<file path="src/rtl/if_fetch_stage_if.sv">
// Instruction-memory request/ack bundle between the fetch stage (master) and imem (slave).
// The address must stay stable from request assertion until the matching ack.
interface if_fetch_stage_if #(
    parameter int PC_W    = 9,
    parameter int INSTR_W = 32
);
    logic               imem_req_o;
    logic [PC_W-1:0]    imem_addr_o;
    logic               imem_ack_i;
    logic [INSTR_W-1:0] imem_rdata_i;

    modport master (
        output imem_req_o,
        output imem_addr_o,
        input  imem_ack_i,
        input  imem_rdata_i
    );

    modport slave (
        input  imem_req_o,
        input  imem_addr_o,
        output imem_ack_i,
        output imem_rdata_i
    );
endinterface

</file>
<file path="src/rtl/if_fetch_stage.sv">
// IF stage: owns PC, fetches over req/ack, loads IF/ID; optional perf counters under IF_PERF_CNT_EN.
// Latency: instruction on if_id_o the cycle after ack; zero-wait memory sustains one per cycle.
// Backpressure: stall holds PC and IF/ID (skid-buffers a late ack); flush redirects; halt is terminal.
module if_fetch_stage #(
    parameter int                PC_W      = 9,
    parameter int                INSTR_W   = 32,
    parameter logic [PC_W-1:0]   RESET_PC  = 9'h000,
    parameter logic [INSTR_W-1:0] NOP_INSTR = 32'h00000013
) (
    input  logic                     clk,
    input  logic                     reset,
    input  logic                     stall_i,
    input  logic                     flush_i,
    input  logic [PC_W-1:0]          branch_tgt_i,
    input  logic                     halt_i,
    if_fetch_stage_if.master         imem,
    output logic [PC_W+INSTR_W-1:0]  if_id_o,
    output logic                     if_id_valid_o,
    output logic [PC_W-1:0]          pc_o,
    output logic                     halted_o,
    output logic [31:0]              fetch_count_o,
    output logic [31:0]              stall_cycles_o
);

    typedef enum logic [1:0] {
        S_FETCH  = 2'd0,
        S_HOLD   = 2'd1,
        S_DRAIN  = 2'd2,
        S_HALTED = 2'd3
    } state_e;

    state_e             state_q, state_d;
    logic [PC_W-1:0]    pc_q, pc_d;
    logic [PC_W-1:0]    drain_addr_q, drain_addr_d;
    logic [INSTR_W-1:0] skid_q, skid_d;
    logic [PC_W-1:0]    cur_pc_q, cur_pc_d;
    logic [INSTR_W-1:0] cur_instr_q, cur_instr_d;
    logic               valid_q, valid_d;
    logic               halted_q, halted_d;
    logic               halt_pend_q, halt_pend_d;

    always_ff @(posedge clk) begin
        if (reset) begin
            state_q      <= S_FETCH;
            pc_q         <= RESET_PC;
            drain_addr_q <= RESET_PC;
            skid_q       <= NOP_INSTR;
            cur_pc_q     <= RESET_PC;
            cur_instr_q  <= NOP_INSTR;
            valid_q      <= 1'b0;
            halted_q     <= 1'b0;
            halt_pend_q  <= 1'b0;
        end else begin
            state_q      <= state_d;
            pc_q         <= pc_d;
            drain_addr_q <= drain_addr_d;
            skid_q       <= skid_d;
            cur_pc_q     <= cur_pc_d;
            cur_instr_q  <= cur_instr_d;
            valid_q      <= valid_d;
            halted_q     <= halted_d;
            halt_pend_q  <= halt_pend_d;
        end
    end

    always_comb begin
        state_d      = state_q;
        pc_d         = pc_q;
        drain_addr_d = drain_addr_q;
        skid_d       = skid_q;
        cur_pc_d     = cur_pc_q;
        cur_instr_d  = cur_instr_q;
        valid_d      = valid_q;
        halted_d     = halted_q;
        halt_pend_d  = halt_pend_q;

        unique case (state_q)
            S_FETCH: begin
                if (halt_i) begin
                    valid_d     = 1'b0;
                    cur_instr_d = NOP_INSTR;
                    halted_d    = 1'b1;
                    if (imem.imem_ack_i) begin
                        state_d = S_HALTED;
                    end else begin
                        state_d      = S_DRAIN;
                        drain_addr_d = pc_q;
                        halt_pend_d  = 1'b1;
                    end
                end else if (flush_i) begin
                    valid_d     = 1'b0;
                    cur_instr_d = NOP_INSTR;
                    pc_d        = branch_tgt_i;
                    // Without an ack the old request is still owed a response; park it in DRAIN.
                    if (!imem.imem_ack_i) begin
                        state_d      = S_DRAIN;
                        drain_addr_d = pc_q;
                    end
                end else if (imem.imem_ack_i) begin
                    if (stall_i) begin
                        skid_d  = imem.imem_rdata_i;
                        state_d = S_HOLD;
                    end else begin
                        cur_pc_d    = pc_q;
                        cur_instr_d = imem.imem_rdata_i;
                        valid_d     = 1'b1;
                        pc_d        = pc_q + PC_W'(4);
                    end
                end else if (!stall_i) begin
                    valid_d     = 1'b0;
                    cur_instr_d = NOP_INSTR;
                end
            end

            S_HOLD: begin
                if (halt_i) begin
                    valid_d     = 1'b0;
                    cur_instr_d = NOP_INSTR;
                    halted_d    = 1'b1;
                    state_d     = S_HALTED;
                end else if (flush_i) begin
                    valid_d     = 1'b0;
                    cur_instr_d = NOP_INSTR;
                    pc_d        = branch_tgt_i;
                    state_d     = S_FETCH;
                end else if (!stall_i) begin
                    cur_pc_d    = pc_q;
                    cur_instr_d = skid_q;
                    valid_d     = 1'b1;
                    pc_d        = pc_q + PC_W'(4);
                    state_d     = S_FETCH;
                end
            end

            S_DRAIN: begin
                // Once a halt is pending the PC is frozen, so later flushes are ignored.
                if (!halt_pend_q) begin
                    if (halt_i) begin
                        valid_d     = 1'b0;
                        cur_instr_d = NOP_INSTR;
                        halted_d    = 1'b1;
                        halt_pend_d = 1'b1;
                    end else if (flush_i) begin
                        valid_d     = 1'b0;
                        cur_instr_d = NOP_INSTR;
                        pc_d        = branch_tgt_i;
                    end
                end
                if (imem.imem_ack_i) begin
                    state_d = halt_pend_d ? S_HALTED : S_FETCH;
                end
            end

            S_HALTED: begin
                state_d = S_HALTED;
            end

            default: begin
                state_d = S_FETCH;
            end
        endcase
    end

    assign imem.imem_req_o  = !reset && ((state_q == S_FETCH) || (state_q == S_DRAIN));
    assign imem.imem_addr_o = (state_q == S_DRAIN) ? drain_addr_q : pc_q;

    assign if_id_o       = {cur_pc_q, cur_instr_q};
    assign if_id_valid_o = valid_q;
    assign pc_o          = pc_q;
    assign halted_o      = halted_q;

`ifdef IF_PERF_CNT_EN
    logic [31:0] fetch_cnt_q, fetch_cnt_d;
    logic [31:0] stall_cnt_q, stall_cnt_d;
    logic        load_vld;

    // Mirrors the two IF/ID load paths: FETCH with ack and HOLD release, neither overridden.
    assign load_vld = !halt_i && !flush_i && !stall_i &&
                      (((state_q == S_FETCH) && imem.imem_ack_i) || (state_q == S_HOLD));

    always_comb begin
        fetch_cnt_d = fetch_cnt_q + (load_vld ? 32'd1 : 32'd0);
        stall_cnt_d = stall_cnt_q + ((stall_i && (state_q != S_HALTED)) ? 32'd1 : 32'd0);
    end

    always_ff @(posedge clk) begin
        if (reset) begin
            fetch_cnt_q <= 32'd0;
            stall_cnt_q <= 32'd0;
        end else begin
            fetch_cnt_q <= fetch_cnt_d;
            stall_cnt_q <= stall_cnt_d;
        end
    end

    assign fetch_count_o  = fetch_cnt_q;
    assign stall_cycles_o = stall_cnt_q;
`else
    assign fetch_count_o  = 32'd0;
    assign stall_cycles_o = 32'd0;
`endif

endmodule

</file>
<file path="src/flat_wrapper.sv">
// flat-port wrapper written by rule: the top's interface ports become plain ports
module if_fetch_stage_flat 
#(
    parameter int                PC_W      = 9,
    parameter int                INSTR_W   = 32,
    parameter logic [PC_W-1:0]   RESET_PC  = 9'h000,
    parameter logic [INSTR_W-1:0] NOP_INSTR = 32'h00000013
)
  (clk, reset, stall_i, flush_i, branch_tgt_i, halt_i, if_id_o, if_id_valid_o, pc_o, halted_o, fetch_count_o, stall_cycles_o, imem_imem_req_o, imem_imem_addr_o, imem_imem_ack_i, imem_imem_rdata_i);
  if_fetch_stage_if #(.PC_W(PC_W), .INSTR_W(INSTR_W)) imem_i ();
  input  logic clk;
  input  logic reset;
  input  logic stall_i;
  input  logic flush_i;
  input  logic [PC_W-1:0] branch_tgt_i;
  input  logic halt_i;
  output logic [PC_W+INSTR_W-1:0] if_id_o;
  output logic if_id_valid_o;
  output logic [PC_W-1:0] pc_o;
  output logic halted_o;
  output logic [31:0] fetch_count_o;
  output logic [31:0] stall_cycles_o;
  output wire logic [$bits(imem_i.imem_req_o)-1:0] imem_imem_req_o;
  output wire logic [$bits(imem_i.imem_addr_o)-1:0] imem_imem_addr_o;
  input wire logic [$bits(imem_i.imem_ack_i)-1:0] imem_imem_ack_i;
  input wire logic [$bits(imem_i.imem_rdata_i)-1:0] imem_imem_rdata_i;
  assign imem_imem_req_o = imem_i.imem_req_o;
  assign imem_imem_addr_o = imem_i.imem_addr_o;
  assign imem_i.imem_ack_i = imem_imem_ack_i;
  assign imem_i.imem_rdata_i = imem_imem_rdata_i;
  if_fetch_stage #(.PC_W(PC_W), .INSTR_W(INSTR_W), .RESET_PC(RESET_PC), .NOP_INSTR(NOP_INSTR)) u_core (.clk(clk), .reset(reset), .stall_i(stall_i), .flush_i(flush_i), .branch_tgt_i(branch_tgt_i), .halt_i(halt_i), .imem(imem_i), .if_id_o(if_id_o), .if_id_valid_o(if_id_valid_o), .pc_o(pc_o), .halted_o(halted_o), .fetch_count_o(fetch_count_o), .stall_cycles_o(stall_cycles_o));
endmodule
</file>
<file path="config.mk">
export PLATFORM = sky130hd
export DESIGN_NAME = if_fetch_stage_flat
export DESIGN_NICKNAME = d
export VERILOG_FILES = /design/src/rtl/if_fetch_stage_if.sv /design/src/rtl/if_fetch_stage.sv /design/src/flat_wrapper.sv
export SDC_FILE = /design/constraint.sdc
export NUM_CORES = 1
export LEC_CHECK = 0
export ABC_AREA = 1
export CORE_MARGIN = 5
export CORE_UTILIZATION = 45
export DETAILED_ROUTE_END_ITERATION = 10
export GPL_TIMING_DRIVEN = 0
export PLACE_DENSITY = 0.79
export SLEW_MARGIN = 20
export SYNTH_ARGS = -nofsm -noshare
export SYNTH_HDL_FRONTEND = slang
export SYNTH_SLANG_ARGS = --single-unit
export TNS_END_PERCENT = 10
</file>
<file path="constraint.sdc">
create_clock -name clk -period 2.28 [get_ports clk]
set_input_delay 0.57 -clock clk [delete_from_list [all_inputs] [get_ports clk]]
set_output_delay 0.57 -clock clk [all_outputs]
set_load 0.05 [all_outputs]
</file>
# == After elaboration in Yosys (flattened, before gate mapping) ==
# Index checks and enable logic that the tools add are counted.
# op_classes
bitwise,2
n_mux,65
n_reduce_logical,19
n_addsub,1
eq_ne,22
# op_table
operator,n
32-bit two-way mux,11
9-bit two-way mux,19
32-bit one-hot mux with 3 select lines,1
9-bit one-hot mux with 3 select lines,1
2-bit inequality test (second input constant),11
2-bit two-way mux,10
4-bit inequality test (second input constant),5
1-bit two-way mux,18
9-bit one-hot mux with 2 select lines,1
5-bit AND reduction,3
9-bit by 3-bit adder with 9-bit output (second input constant),1
2-bit one-hot mux with 4 select lines,1
2-bit nonzero test,4
7-bit AND reduction,1
3-bit inequality test (second input constant),2
6-bit AND reduction,1
5-bit inequality test (second input constant),1
2-bit equality test (second input constant),2
1-bit one-hot mux with 2 select lines,2
2-bit AND reduction,2
4-bit AND reduction,1
1-bit one-hot mux with 3 select lines,1
3-bit AND reduction,1
3-bit nonzero test,1
other kinds (7),8
# totals
elab_cells,118
input_bits,47
register_bits,96
out_inout_bits,126

# == Depth between registers and ports, before layout ==
# Gate-level depths: netlist of run 1.
# depth
word_depth,6
ltp_mapped,11
ltp_nobuf,10

# == Worst setup path before layout of run 1 ==
# OpenSTA, ideal clock, no wires.
# synth_timing
path_kind,register -> output
startpoint,register u_core.state_q[0]
endpoint,output port imem_imem_addr_o[5]
arrival_time_ps,2097
required_ps,1710
n_path_buf,2
path_stages_with_launch,6
setup_slack_ps,-387
path_cell_list,dfxtp_1 > inv_1 > ha_1 > buf_6 > clkbuf_1 > o21ai_0
# synth_between
elab_chain_len,2
# synth_rtl
element,line,rtl
start: declaration,if_fetch_stage.sv:32,"state_e state_q, state_d;"
start signal: assignment,if_fetch_stage.sv:54,state_q <= state_d;
2-bit equality test,if_fetch_stage.sv:165,assign imem.imem_addr_o = (state_q == S_DRAIN) ? drain_addr_q : pc_q;
9-bit two-way mux,if_fetch_stage.sv:165,
end: declaration,flat_wrapper.sv:24,output wire logic [$bits(imem_i.imem_addr_o)-1:0] imem_imem_addr_o;
# No other way between the ends.

# == Worst setup path in the final report of run 1 ==
# layout_timing
startpoint,register u_core.state_q[0]
endpoint,output port imem_imem_addr_o[1]
# Same word-level chain as after synthesis.

==> flow_metrics.env, run 1 <==
export IMPL_outcome="complete, no violations"
export IMPL_synth_top_area_cell="dfxtp_1"
export IMPL_grt_max_degree=19
export IMPL_gp_congestion=0.850
export IMPL_period_share_pct=98.3
export IMPL_power_per_cell_area_mw_per_mm2=1320
export IMPL_hold_path_class="reg2reg"
export IMPL_io_pins=173
export IMPL_portBuffers=106
export IMPL_leakagePower_nw=3.05
export IMPL_synth_edff_count=0
export IMPL_overflow=0
export IMPL_fillers=1065
export IMPL_synthSimpleGateAreaFrac_pct=23.7
export IMPL_synth_cells=748
export IMPL_rsz0062_at_grt="true"
export IMPL_clockBufferDepth=2
export IMPL_synth_avg_cell_area_um2=7.01
export IMPL_clk_latency_ns=0.34
export IMPL_cp_required_ns=1.71
export IMPL_clkSlewWorstSetupHoldPaths_ns=0.07
export IMPL_coreArea_mm2=0.0114
export IMPL_synth_mux_area_share_pct=0
export IMPL_clock_root_buffer="clkbuf_16"
export IMPL_grt_first_pass_wirelength_um=22600
export IMPL_fin_crit_ns=2.24
export IMPL_antenna_found_initial=1
export IMPL_cts_hold_buf=0
export IMPL_yosysUniqueCellTypes=37
export IMPL_finalHoldViolations=0
export IMPL_drt_iter0_markers=327
export IMPL_drv_slew=0
export IMPL_ys_flop_type="dfxtp_1"
export IMPL_dr_pass1_iters=5
export IMPL_ir_worst_vdd_uv=698
export IMPL_synth_ff_latch_count=96
export IMPL_relSlewSlack_pct=61.8
export IMPL_grt_pass1_vias=4657
export IMPL_tightestPinTransition_ns=0.573
export IMPL_cts_made_buffers=9
export IMPL_synth_top_family_by_area="simple AND/OR/NAND/NOR gates"
export IMPL_yosysSeqAreaShare_pct=36.6
export IMPL_grtUsageTotal_pct=19.1
export IMPL_synth_top_area_share_pct=36.6
export IMPL_design_area_mm2=0.00700
export IMPL_multi_input_area_mm2=0.00249
export IMPL_tns_ns=0
export IMPL_num_rows=39
export IMPL_worst_setup_path_end_kind="output port"
export IMPL_clock_sinks=96
export IMPL_async_flop_share_pct=0
export IMPL_synth_xor_area_share_pct=0.167
export IMPL_die_w_um=118
export IMPL_finClkSkew_ns=0.00782
export IMPL_synthAdderAreaFrac_pct=1.91
export IMPL_synthTopCellsByCount="nand2_1, dfxtp_1, nor2_1, inv_1, buf_4"
export IMPL_area_growth_pct=33.5
export IMPL_final_seq_area_mm2=0.00192
export IMPL_finalSetupViolations=0
export IMPL_cp_max_fo=9
export IMPL_synthesis_area_mm2=0.00524
export IMPL_die_h_um=118
export IMPL_routed_wl_um=13600
export IMPL_crit_type="reg2out"
export IMPL_crit_path_start_kind="flop"
export IMPL_wire_per_inst_um=12.6
export IMPL_die_area_mm2=0.0139
export IMPL_drive_above_1_share_pct=15.4
export IMPL_yosys_top_cells_area="dfxtp_1, buf_4, nand2_1, nor2_1, a21oi_1"
export IMPL_place_hpwl_um=10300
export IMPL_htreeDepth=3
export IMPL_crit_arrival_ns=1.67
export IMPL_yosys_warnings=0
export IMPL_ant_nets=0
export IMPL_timing_hold_ws_ns=0.448
export IMPL_synth_compound_area_share_pct=17.1
export IMPL_start_util_pct=45.9
export IMPL_num_vias=5017
export IMPL_cap_viol_max_count=0
export IMPL_yosysMostFrequentCell="nand2_1"
export IMPL_fmaxAchievable_mhz=446
export IMPL_cts_tree="done"
export IMPL_placed_cell_area_mm2=0.00672
export IMPL_vias_per_cell=4.66
export IMPL_drc=0
export IMPL_nNetsFinal=983
[final timing paths]
path / depth (start not counted) / to / startpoint / slack [ns]
max reg2reg: 8 / u_core.cur_pc_q[7] / u_core.state_q[1] / 0.38
max: 5 / imem_imem_addr_o[1] / u_core.state_q[0] / 0.04
min reg2reg: 2 / u_core.skid_q[5] / u_core.skid_q[5] / 0.45
min: 2 / u_core.skid_q[5] / u_core.skid_q[5] / 0.45
[layout make-up]
cell class                 count  share of cell area [%]
clock inverter                 7                   0.912
sequential                    96                    27.5
buffer                       102                    10.7
multi-input combinational    525                    35.5
antenna                        1                  0.0357
clock buffer                   9                    3.22
tap                          143                    2.56
timing repair buffer         106                    14.8
inverter                      88                    4.75
[kinds of logic (layout without fill, tap and decap cells)]
| group | count (synthesis) | in the layout |
|---|---|---|
| xor+xnor | 1 | 1 |
| simple gates | 282 | 282 |
| compound gates | 170 | 170 |
| other cells | 1 | 65 |
| buf+inv | 190 | 312 |
| fa+ha+maj | 8 | 8 |
| flops | 96 | 96 |
[cells in the final DEF (no fill, tap or decap), drive strengths merged]
| cell | synthesis | final |
|---|---|---|
| ha | 8 | 8 |
| nor3 | 3 | 3 |
| nand2 | 125 | 125 |
| a21oi | 64 | 64 |
| inv | 88 | 91 |
| o21ai | 100 | 100 |
| diode | 0 | 1 |
| o211ai | 2 | 2 |
| buf | 94 | 105 |
| o221ai | 1 | 1 |
| o22ai | 1 | 1 |
| nand3 | 58 | 58 |
| dfxtp | 96 | 96 |
| conb | 1 | 64 |
| clkinv | 0 | 3 |
| clkdlybuf4s50 | 0 | 96 |
| or2 | 2 | 2 |
| clkinvlp | 0 | 1 |
| nor2 | 94 | 94 |
| clkbuf | 8 | 16 |
| xor2 | 1 | 1 |
| a21boi | 2 | 2 |
[what timing repair did]
item | 4_1_cts | 5_1_grt
hold endpoints to repair | 0 | 0
pin swaps | 0 | 0
buffers inserted | 0 | 0
endpoints found under the setup margin | 10 | 7
gates resized for setup | 72 | 3
[state kept, by name, indices dropped and copies added (netlist names)]
signal	cells
u_core.pc_o	9
u_core.cur_instr_q	32
u_core.drain_addr_q	9
u_core.halt_pend_q	1
u_core.if_id_valid_o	1
u_core.cur_pc_q	9
u_core.state_q	2
u_core.skid_q	32
u_core.halted_o	1
[per-layer routing]
metal | vias up | track usage (%) | wire length, um
met3 | 19 | 4.76 | 854
met5 | - | 0 | 0
met2 | 175 | 32.7 | 6600
met4 | 0 | 5.88 | 300
met1 | 2202 | 23.5 | 5810
li1 | 2621 | - | -
[through the flow]
step           util (%)  power, mW  setup WS [ns]  cells
3_3_place_gp       58.9       7.76         -0.460   1060
5_1_grt            61.3       9.86        -0.0146   1077
3_5_place_dp       58.9       7.81         -0.456   1060
2_1_floorplan         -       6.32         -0.213    811
6_report           61.3       9.26         0.0389   1077
4_1_cts            61.3       9.28         0.0110   1076
[power by group]
part	switching (mW)	internal, mW	total, mW
Clock	0.705	0.761	1.47
Combinational	3.71	1.72	5.43
Sequential	0.256	2.11	2.36
Total	4.67	4.59	9.26
[worst max-delay path: stages, from the launching register on]
cell and delay (ns):
dfxtp_2 0.37, inv_2 0.07, ha_1 0.19, buf_4 0.17
o21ai_0 0.27, buf_4 0.26
Power figures use the tool's default switching activity.
==> run 2, diff against run 1 <==
- PLACE_DENSITY: 0.79 -> 0.83
==> run 2 against run 1 <==
Net effect:
- power rose by 3.6%
- die area did not move
- sequential cell count did not move
- global-route usage rose by 0.71 points
- highest routed layer unchanged
- via count rose by 0.98%
==> flow_metrics.env, run 2 (synthesis gave the netlist of run 1 again) <==
export IMPL_tightestPinTransition_ns=0.610
export IMPL_clk_latency_ns=0.35
export IMPL_fin_crit_ns=2.25
export IMPL_antenna_found_initial=1
export IMPL_cp_required_ns=1.71
export IMPL_top_regs="u_core.cur_instr_q: 32 flops, u_core.skid_q: 32 flops"
export IMPL_final_common_cell="nand2_1"
export IMPL_tns_ns=0
export IMPL_drv_slew=0
export IMPL_period_share_pct=98.5
export IMPL_power_per_cell_area_mw_per_mm2=1360
export IMPL_reg2reg_depth=8
export IMPL_rsz0062_at_grt="true"
export IMPL_crit_arrival_ns=1.68
export IMPL_routed_wl_um=14300
export IMPL_clkSlewWorstSetupHoldPaths_ns=0.08
export IMPL_ant_nets=0
export IMPL_overflow=0
export IMPL_drt_iter0_markers=300
export IMPL_fmaxAchievable_mhz=445
export IMPL_clock_root_buffer="clkbuf_16"
export IMPL_die_w_um=118
export IMPL_r2r_setup_slack_ns=0.34
export IMPL_worst_setup_path_end_kind="output port"
export IMPL_dp_cells=1060
export IMPL_busiest_layer="met2"
export IMPL_placed_cell_area_mm2=0.00672
export IMPL_relSlewSlack_pct=59.3
export IMPL_die_h_um=118
export IMPL_hold_path_class="reg2reg"
export IMPL_clock_sinks=96
export IMPL_grt_first_pass_wirelength_um=23200
export IMPL_num_vias=5066
export IMPL_cp_max_fo=9
export IMPL_finalHoldViolations=0
export IMPL_met3_usage_pct=4.28
export IMPL_ir_worst_vdd_uv=692
export IMPL_leakagePower_nw=3.07
export IMPL_num_rows=39
export IMPL_fillers=1035
export IMPL_drive_above_1_share_pct=15.6
export IMPL_drc=0
export IMPL_io_pins=173
export IMPL_crit_type="reg2out"
export IMPL_cts_hold_buf=0
export IMPL_wire_per_inst_um=13.3
export IMPL_startpoint="u_core.state_q[0]"
export IMPL_outcome="complete, no violations"
export IMPL_grt_max_degree=19
export IMPL_use_met2_pct=34.2
export IMPL_post_cts_buffers=0
export IMPL_grtUsageTotal_pct=19.8
export IMPL_area_growth_pct=34.7
export IMPL_dr_pass1_iters=5
export IMPL_grt_pass1_vias=4758
export IMPL_finClkSkew_ns=0.00950
export IMPL_cap_viol_max_count=0
export IMPL_final_cell_mix="nand2_1, clkdlybuf4s50_1, dfxtp_1, nor2_1, buf_4"
export IMPL_reg2reg_to="u_core.cur_pc_q[7]"
export IMPL_timing_rr_start="u_core.state_q[1]"
export IMPL_final_core_util_pct=61.9
export IMPL_vias_per_cell=4.70
export IMPL_finalPower_mw=9.59
export IMPL_clockBufferDepth=2
export IMPL_instances_no_fill=1077
export IMPL_cts_tree="done"
export IMPL_cts_made_buffers=9
export IMPL_crit_path_start_kind="flop"
export IMPL_gp_congestion=0.864
export IMPL_finalSetupViolations=0
export IMPL_die_area_mm2=0.0139
export IMPL_nNetsFinal=983
export IMPL_coreArea_mm2=0.0114
export IMPL_endpoint="imem_imem_req_o"
export IMPL_htreeDepth=3
export IMPL_place_hpwl_um=10500
export IMPL_start_util_pct=45.9
export IMPL_design_area_mm2=0.00707
export IMPL_use_met1_pct=23.9
export IMPL_portBuffers=106
==> run 2: metrics by stage <==
stage               hold WS (ns)  setup WS, ns
finish                     0.448        0.0348
floorplan                  0.424        -0.213
global route               0.470       -0.0743
global placement           0.434        -0.443
CTS                        0.450       0.00552
detailed placement         0.439        -0.457
==> run 2: worst min-delay path by stage <==
stage	start	to	slack (ns)	cells after the start
floorplan	u_core.skid_q[2]	u_core.skid_q[2]	0.42	2
global placement	u_core.skid_q[3]	u_core.skid_q[3]	0.43	2
detailed placement	u_core.skid_q[3]	u_core.skid_q[3]	0.44	2
CTS	u_core.skid_q[2]	u_core.skid_q[2]	0.45	2
global route	u_core.skid_q[18]	u_core.skid_q[18]	0.47	2
finish	u_core.skid_q[3]	u_core.skid_q[3]	0.45	2
==> run 2: area by class of cell <==
type / count / area, um^2 / share of cell area (%)
multi-input cells: 525 / 2500 / 35.3
clock buffers: 9 / 225 / 3.19
repair buffers: 106 / 1050 / 14.8
inverters: 88 / 333 / 4.71
flip-flops and latches: 96 / 1920 / 27.2
plain buffers: 102 / 749 / 10.6
clock inverters: 7 / 110 / 1.56
diodes: 1 / 2.50 / 0.0354
well taps: 143 / 179 / 2.53
==> run 2: report_power, final <==
group          internal (mW)  switching, mW  leakage (nW)
clock                  0.983          0.711         0.160
sequential              2.11          0.264         0.785
combinational           1.74           3.78          2.13
==> run 2: routing by layer <==
metal / part of all wire [%] / vias up
met2: 50 / 191
li1: - / 2615
met3: 6.1 / 24
met1: 42 / 2236
met4: 2.4 / 0
met5: 0 / -
==> run 2: worst max-delay path: stages (launching register included) <==
cell	delay, ns
dfxtp_2	0.37
inv_2	0.07
ha_1	0.20
buf_4	0.17
inv_1	0.20
a21oi_1	0.11
buf_4	0.22
==> run 2: what timing repair did <==
action	4_1_cts	5_1_grt
pin swaps	0	0
setup endpoints to repair	10	9
endpoints found under the hold margin	0	0
gates resized for setup	72	8
==> run 3, diff against run 2 <==
- CTS_CLUSTER_SIZE: not set -> 12
==> results of run 3 <==
Final layout, timing and power as in run 2 (identical DEF).
